## src/rtl/mmio_pkg.sv

```systemverilog
// Shared widths, register map and FSM encoding for the MMIO initiator.
package mmio_pkg;

  localparam int MMIO_ADDR_W = 8;
  localparam int MMIO_DATA_W = 32;

  localparam logic [MMIO_DATA_W-1:0] ID_VALUE = 32'hA1C0_0001;

  // UART responder register map
  localparam logic [MMIO_ADDR_W-1:0] REG_ID     = 8'h00;
  localparam logic [MMIO_ADDR_W-1:0] REG_CTRL   = 8'h04;
  localparam logic [MMIO_ADDR_W-1:0] REG_STATUS = 8'h08;
  localparam logic [MMIO_ADDR_W-1:0] REG_TXDATA = 8'h0C;
  localparam logic [MMIO_ADDR_W-1:0] REG_RXDATA = 8'h10;

  typedef enum logic [1:0] {
    IDLE = 2'd0,
    REQ  = 2'd1,
    RSP  = 2'd2
  } state_t;

endpackage

```

## src/rtl/mmio_wdog.sv

```systemverilog
// Bus watchdog: counts stalled REQ cycles, flags the cycle that reaches LIMIT.
module mmio_wdog #(
  parameter int unsigned LIMIT = 16
) (
  input  logic clk,
  input  logic rst_n,
  input  logic clear,
  input  logic enable,
  output logic expired
);

  localparam logic [7:0] LAST = 8'(LIMIT - 1);

  logic [7:0] r_cnt;

  always_ff @(posedge clk or negedge rst_n) begin
    if (!rst_n)      r_cnt <= '0;
    else if (clear)  r_cnt <= '0;
    else if (enable) r_cnt <= r_cnt + 8'd1;
  end

  // Combinational so the abort lands in the same cycle the count would hit LIMIT.
  assign expired = enable && (r_cnt == LAST);

endmodule

```

## src/rtl/mmio_initiator.sv

```systemverilog
// Single-outstanding MMIO bus initiator (cmd -> bus strobe -> rsp).
// Optional bus timeout enabled by defining MMIO_INITIATOR_TIMEOUT_EN.
module mmio_initiator
  import mmio_pkg::*;
#(
  parameter int unsigned TIMEOUT_CYCLES = 16
) (
  input  logic                   clk,
  input  logic                   rst_n,
  input  logic                   cmd_valid,
  output logic                   cmd_ready,
  input  logic                   cmd_write,
  input  logic [MMIO_ADDR_W-1:0] cmd_addr,
  input  logic [MMIO_DATA_W-1:0] cmd_wdata,
  output logic                   rsp_valid,
  input  logic                   rsp_ready,
  output logic [MMIO_DATA_W-1:0] rsp_rdata,
  output logic                   rsp_err,
  output logic [MMIO_ADDR_W-1:0] addr,
  output logic [MMIO_DATA_W-1:0] wdata,
  output logic                   we,
  output logic                   re,
  input  logic [MMIO_DATA_W-1:0] rdata,
  input  logic                   ready
);

  state_t                 r_state, w_state_nxt;
  logic [MMIO_ADDR_W-1:0] r_addr;
  logic [MMIO_DATA_W-1:0] r_wdata;
  logic                   r_we, r_re;
  logic [MMIO_DATA_W-1:0] r_rsp_rdata;

  logic w_accept, w_in_req, w_done, w_expired;

  assign w_accept = (r_state == IDLE) && cmd_valid;
  assign w_in_req = (r_state == REQ);
  assign w_done   = w_in_req && ready;

`ifdef MMIO_INITIATOR_TIMEOUT_EN
  logic r_rsp_err;

  mmio_wdog #(.LIMIT(TIMEOUT_CYCLES)) u_wdog (
    .clk     (clk),
    .rst_n   (rst_n),
    .clear   (w_accept),
    .enable  (w_in_req && !ready),
    .expired (w_expired)
  );

  always_ff @(posedge clk or negedge rst_n) begin
    if (!rst_n)         r_rsp_err <= 1'b0;
    else if (w_done)    r_rsp_err <= 1'b0;
    else if (w_expired) r_rsp_err <= 1'b1;
  end

  assign rsp_err = r_rsp_err;
`else
  assign w_expired = 1'b0;
  assign rsp_err   = 1'b0;
`endif

  always_comb begin
    w_state_nxt = r_state;
    case (r_state)
      IDLE:    if (cmd_valid)          w_state_nxt = REQ;
      REQ:     if (ready || w_expired) w_state_nxt = RSP;
      RSP:     if (rsp_ready)          w_state_nxt = IDLE;
      default:                         w_state_nxt = IDLE;
    endcase
  end

  always_ff @(posedge clk or negedge rst_n) begin
    if (!rst_n) r_state <= IDLE;
    else        r_state <= w_state_nxt;
  end

  // Bus side: addr/wdata only change on acceptance so they hold outside REQ.
  always_ff @(posedge clk or negedge rst_n) begin
    if (!rst_n) begin
      r_addr  <= '0;
      r_wdata <= '0;
      r_we    <= 1'b0;
      r_re    <= 1'b0;
    end else if (w_accept) begin
      r_addr  <= cmd_addr;
      r_wdata <= cmd_write ? cmd_wdata : '0;
      r_we    <= cmd_write;
      r_re    <= !cmd_write;
    end else if (w_done || w_expired) begin
      r_we    <= 1'b0;
      r_re    <= 1'b0;
    end
  end

  // Ready wins over timeout: w_done is tested first.
  always_ff @(posedge clk or negedge rst_n) begin
    if (!rst_n)         r_rsp_rdata <= '0;
    else if (w_done)    r_rsp_rdata <= r_re ? rdata : '0;
    else if (w_expired) r_rsp_rdata <= '0;
  end

  assign cmd_ready = (r_state == IDLE);
  assign rsp_valid = (r_state == RSP);
  assign rsp_rdata = r_rsp_rdata;
  assign addr      = r_addr;
  assign wdata     = r_wdata;
  assign we        = r_we;
  assign re        = r_re;

endmodule

```

## config.mk

```make
export PLATFORM = sky130hd
export DESIGN_NAME = mmio_initiator
export DESIGN_NICKNAME = d
export VERILOG_FILES = /design/src/rtl/mmio_pkg.sv /design/src/rtl/mmio_wdog.sv /design/src/rtl/mmio_initiator.sv
export SDC_FILE = /design/constraint.sdc
export NUM_CORES = 1
export LEC_CHECK = 0
export CAP_MARGIN = 40
export CORE_ASPECT_RATIO = 1.25
export CORE_UTILIZATION = 40
export CTS_CLUSTER_SIZE = 24
export DETAILED_ROUTE_END_ITERATION = 10
export PLACE_DENSITY = 0.8
export SLEW_MARGIN = 15
export SYNTH_ARGS = -nofsm -noshare
export SYNTH_HDL_FRONTEND = slang
export SYNTH_SLANG_ARGS = --single-unit
```

## constraint.sdc

```tcl
create_clock -name clk -period 1.9 [get_ports clk]
set_input_delay 0.19 -clock clk [delete_from_list [all_inputs] [get_ports clk]]
set_output_delay 0.19 -clock clk [all_outputs]
set_load 0.005 [all_outputs]
```

==> impl_metrics.csv, run 1 <==
group,metric,value,unit
status,outcome,"complete, no violations",
pwr,powerDensity,1350,nW/um2
worst_hold_path,hold_class,"input pin to asynchronous set/reset pin",
clock_tree,cts_tree,"built",
die,initial_core_util,41.4,%
yosys,synthCells,321,
pwr,p_int,4.57,mW
clock_tree,clk_pin_slew,80,ps
setup_path,path_class,"register to primary output",
die,core-area,7360,um2
setup_path,crit_path_start_kind,"register",
clock_tree,clock_sinks,76,
die,die_area,7960,um2
route,first_pass_iters,4,
sta,finalClockSkew,8.58,ps
pwr,peakVddDrop,1.22,mV
grt,grt_pass1_vias,2497,
placement,port_buffers,153,
cells_and_area,drive_above_1_share,7.16,%
setup_path,critical_path_required,1710,ps
grt,antenna_found_initial,0,
placement,dpl_worst_slack,89.1,ps
pwr,switchingPower,2.00,mW
route,wl,7660,um
grt,overflow,0,
yosys,synth_compound_area_share,11.8,%
yosys,synth_top_family_by_area,"simple AND/OR/NAND/NOR gates",
clock_tree,clk_latency,320,ps
sta,slew_viol_final,0,
yosys,yosysWarnings,0,
route,vias,2679,
yosys,synth-seq-cells,76,
route,viasPerCell,4.72,
pwr,power_frac_clock,18.8,%
setup_path,cp-end-kind,"primary output",
placement,place.gp.congestion,0.737,
yosys,synth_xor_area_share,0,%
route,drt_iter0_markers,134,
sta,hold_viol,0,
cells_and_area,nets,549,
cells_and_area,syn2layout_area_growth,60.3,%
die,pin_count,155,
die,die_y,99.5,um
yosys,yosysSeqAreaShare,62.5,%
yosys,yosysUniqueCellTypes,19,
setup_path,critPathMaxFanout,7,
route,ant_nets,0,
clock_tree,cts.htree.levels,3,
yosys,synthAdderAreaFrac,0,%
grt,grt_max_degree,73,
sta,period_needed,1700,ps
clock_tree,numCtsBuffers,9,
grt,globalRouteTotalUtil,19.9,%
yosys,synth.avg_cell_area,9.48,um2
clock_tree,cts_setup_buffers,0,
setup_path,reg2reg_slack,360,ps
yosys,synthSimpleGateAreaFrac,17.6,%
placement,post-dp-hpwl,5640,um
setup_path,worstPathArrival,1510,ps
yosys,muxShareOfSynthArea,3.70,%
sta,setup_viol,0,
cells_and_area,n_antenna_cell,0,
yosys,syn-num-nets,399,
setup_path,cp_cell_sequence,"buf_4, inv_1, nor2_1, clkdlybuf4s50_1",
pwr,switching_share,30.4,%
setup_path,cp_slowest_cell,"clkdlybuf4s50_1",
route,drc,0,
clock_tree,cts.path.max_buffers,2,
run,drv_cap,0,
die,rows,35,
pwr,seqPwrFrac,39.6,%
die,die_w,80.0,um
setup_path,critical_path.max_stage_delay,510,ps
route,avgRoutedWirePerCell,13.5,um
sta,rsz0062_at_grt,"false",
sta,finalCritPeriodShare,89.4,%
sta,fin_setup_tns,0,ps
clock_tree,cts_root_buffer,"clkbuf_8",
grt,grt_pass1_wl,12000,um
sta,max_freq,0.588,GHz
pwr,leakage,2.13,nW
yosys,syn-cell-area,3040,um2
sta,layout_setup_ws,201,ps
pwr,p_comb_share,41.6,%
## per-stage QoR
stage	instance area (um2)	instances	power [mW]	hold WS, ps	util (%)
final	4880	567	6.56	357	66.3
after detailed placement	4670	551	5.39	152	63.4
after global placement	4670	551	5.28	151	63.4
after global routing	4880	567	7.03	380	66.3
after floorplan	3040	321	3.66	-106	-
after CTS	4880	567	6.64	337	66.3
## layout make-up
cell class	instances	area [um2]
inverters	2	7.51
fillers	591	2480
well taps	92	115
multi-input cells	218	1010
flip-flops and latches	76	1900
repair buffers	164	1640
clock buffers	12	155
clock inverters	3	46.3
## worst paths after layout
path | from | depth (start not counted) | endpoint
max | r_state[1] | 4 | rsp_valid
max reg2reg | r_state[0] | 3 | addr[4]
min reg2reg | rsp_rdata[7] | 2 | rsp_rdata[7]
max in group asynchronous | rst_n | 3 | wdata[23]
min in group clk | rdata[8] | 3 | rsp_rdata[8]
min | rst_n | 2 | rsp_rdata[3]
## Yosys cell counts
library cell	instances	area (um2)
nor2b_1	2	12.5
o31ai_1	1	7.51
buf_2	1	5.00
a31oi_1	1	6.26
buf_6	3	33.8
buf_4	1	7.51
inv_1	2	7.51
a21oi_1	2	10.0
nand2_1	129	484
mux2_2	2	22.5
nor2_1	4	15.0
mux2_4	6	90.1
clkbuf_1	20	75.1
o21ai_0	67	335
dfrtp_1	76	1900
or3b_1	1	8.76
nand3b_1	1	7.51
conb_1	1	3.75
nor4b_1	1	8.76
## placed cells by master, fill, tap and decap left out, drive strengths merged
master	synthesis	layout
o21ai	67	67
nand3b	1	1
a21oi	2	2
nor4b	1	1
clkdlybuf4s50	0	152
a31oi	1	1
clkbuf	20	12
inv	2	2
nor2b	2	2
conb	1	1
mux2	8	8
nand2	129	129
dfrtp	76	76
clkinv	0	1
nor2	4	4
or3b	1	1
buf	5	11
dlygate4sd3	0	1
clkinvlp	0	1
o31ai	1	1
bufinv	0	1
## cell families after synthesis
| logic type | Yosys count |
|---|---|
| and+or+nand+nor | 138 |
| DFF | 76 |
| AOI/OAI and AO/OA | 71 |
| buffers and inverters | 27 |
| muxes | 8 |
| other | 1 |
## critical path, delay by kind of cell (launching register included)
| family | cells | cell delay (ps) |
|---|---|---|
| buf+inv | 3 | 730 |
| simple gates | 1 | 100 |
| flops | 1 | 350 |
## what timing repair did
item	CTS	global route
endpoints found under the hold margin	30	0
resized for setup	0	0
hold buffers	1	0
## sequential cells by signal (all words and copies together), names as in the netlist
name / flops
wdata: 32
r_state: 2
we: 1
re: 1
addr: 8
rsp_rdata: 32
## routing by layer
metal / vias up / track usage, % / routed length, um
met5: - / 0 / 0
met4: 0 / 9.89 / 197
met3: 18 / 3.30 / 307
met2: 90 / 35.0 / 4240
met1: 1240 / 23.0 / 2920
li1: 1331 / - / -
## power by group through the flow
stage	Combinational, mW	Sequential [mW]	Clock [mW]
2_1_floorplan	1.01	2.65	0
3_3_place_gp	2.68	2.60	0
3_5_place_dp	2.76	2.62	0
4_1_cts	2.77	2.61	1.27
5_1_grt	3.00	2.68	1.34
6_report	2.73	2.60	1.24
Power figures use the tool's default switching activity.
==> run 2: changes to the inputs <==
--- a/config.mk
+++ b/config.mk
@@ -5,12 +5,12 @@
 export SDC_FILE = /design/constraint.sdc
 export NUM_CORES = 1
 export LEC_CHECK = 0
-export CAP_MARGIN = 40
+export CAP_MARGIN = 20
 export CORE_ASPECT_RATIO = 1.25
 export CORE_UTILIZATION = 40
 export CTS_CLUSTER_SIZE = 24
 export DETAILED_ROUTE_END_ITERATION = 10
-export PLACE_DENSITY = 0.8
+export PLACE_DENSITY = 0.89
 export SLEW_MARGIN = 15
 export SYNTH_ARGS = -nofsm -noshare
 export SYNTH_HDL_FRONTEND = slang
==> impl_metrics.csv, run 2 (synthesis gave the netlist of run 1 again) <==
group,metric,value,unit
sta,rsz0062_at_grt,"false",
sta,period_needed,1740,ps
status,outcome,"complete, no violations",
pwr,p_int,4.93,mW
cells_and_area,fin_util,67.3,%
grt,antenna_found_initial,0,
cells_and_area,layout_commonest_cell,"clkdlybuf4s50_1",
setup_path,reg2reg_to,"addr[2]",
clock_tree,clock_sinks,76,
cells_and_area,layout_common_cells,"152 x clkdlybuf4s50_1, 129 x nand2_1, 76 x dfrtp_1",
sta,slew_viol_final,0,
route,avgRoutedWirePerCell,13.9,um
clock_tree,clk_pin_slew,80,ps
cells_and_area,nets,546,
placement,dpl-instance-area,4670,um2
cells_and_area,fill_cells,583,
worst_hold_path,hold_class,"input pin to asynchronous set/reset pin",
route,ant_nets,0,
sta,whs,377,ps
pwr,peakVddDrop,1.02,mV
sta,setup_viol,0,
sta,max_freq,0.575,GHz
placement,place_inst,548,
clock_tree,clk_latency,340,ps
sta,fin_setup_tns,0,ps
sta,tightestPinTransition,528,ps
route,wl,7860,um
run,drv_cap,0,
die,initial_core_util,41.4,%
cells_and_area,n_antenna_cell,0,
die,die_y,99.5,um
route,first_pass_iters,4,
die,die_area,7960,um2
route,drt_iter0_markers,101,
pwr,power,6.98,mW
die,rows,35,
cells_and_area,fin_cells,565,
pwr,power_frac_clock,23.4,%
clock_tree,cts_tree,"built",
setup_path,reg2reg_slack,280,ps
die,pin_count,155,
setup_path,critical_path_required,1710,ps
cells_and_area,multiInputGateArea,1010,um2
pwr,switchingPower,2.05,mW
cells_and_area,regArea,1900,um2
setup_path,cp_cell_sequence,"inv_1, nor2_1, clkdlybuf4s50_1",
pwr,p_comb_share,39.2,%
route,drc,0,
setup_path,cp_slowest_cell,"clkdlybuf4s50_1",
grt,overflow,0,
cells_and_area,fin_area,4950,um2
placement,dpl_worst_slack,77.7,ps
setup_path,worstPathArrival,1550,ps
setup_path,critical_path.max_stage_delay,510,ps
pwr,seqPwrFrac,37.3,%
sta,layout_setup_ws,162,ps
setup_path,cp-end-kind,"primary output",
placement,post-dp-hpwl,5520,um
setup_path,path_class,"register to primary output",
pwr,switching_share,29.3,%
clock_tree,cts_root_buffer,"clkbuf_8",
grt,grt_pass1_wl,12200,um
setup_path,critPathMaxFanout,8,
setup_path,r2r-start,"r_state[1]",
setup_path,r2r_cells,3,
pwr,powerDensity,1410,nW/um2
die,core-area,7360,um2
sta,finalClockSkew,7.44,ps
pwr,leakage,2.15,nW
clock_tree,cts.htree.levels,3,
cells_and_area,drive_above_1_share,6.98,%
grt,grt_max_degree,73,
clock_tree,cts.path.max_buffers,2,
route,vias,2649,
grt,globalRouteTotalUtil,20.1,%
route,viasPerCell,4.69,
clock_tree,cts_resized,0,
sta,finalCritPeriodShare,91.5,%
placement,port_buffers,153,
setup_path,crit_path_start_kind,"register",
sta,hold_viol,0,
placement,place.gp.congestion,0.770,
sta,relSlewSlack,64.7,%
cells_and_area,syn2layout_area_growth,62.7,%
die,die_w,80.0,um
grt,grt_pass1_vias,2569,
clock_tree,numCtsBuffers,9,
[run 2: final cells by class]
| class | count | area share [%] |
|---|---|---|
| inverters | 2 | 0.152 |
| repair buffers | 161 | 33.2 |
| well taps | 92 | 2.32 |
| clock inverters | 6 | 2.73 |
| clock buffers | 10 | 2.78 |
| multi-input cells | 218 | 20.4 |
| flip-flops and latches | 76 | 38.4 |
[run 2: repair_timing]
item | CTS | global route
buffers inserted | 0 | 0
hold endpoints to repair | 39 | 0
hold buffers | 1 | 0
[run 2: worst max path at each step]
stage / start / endpoint / slack [ps] / cells past startpoint
global placement: cmd_valid / addr[5] / 100 / 4
global route: r_state[1] / rsp_valid / 60 / 3
CTS: r_state[1] / rsp_valid / 150 / 3
floorplan: r_state[0] / addr[2] / 360 / 5
detailed placement: cmd_valid / addr[4] / 80 / 4
finish: r_state[1] / rsp_valid / 160 / 3
[run 2: critical path, delay by kind of cell, from the launching register on]
kind | cells | cell delay, ps
buffers and inverters | 2 | 620
flip-flops | 1 | 460
AND/OR/NAND/NOR | 1 | 120
[run 2: routing by layer]
layer,up-vias,GRT usage (%),wire length (um)
li1,1322,-,-
met1,1220,23.1,3130
met2,95,35.6,4150
met3,12,5.69,442
met4,0,7.01,125
met5,-,0,0
[run 2: power groups by stage]
stage	logic (mW)	registers [mW]	clock network [mW]
finish	2.74	2.61	1.64
global route	3.00	2.67	1.75
CTS	2.78	2.60	1.67
detailed placement	2.75	2.63	0
global placement	2.67	2.60	0
floorplan	1.01	2.65	0
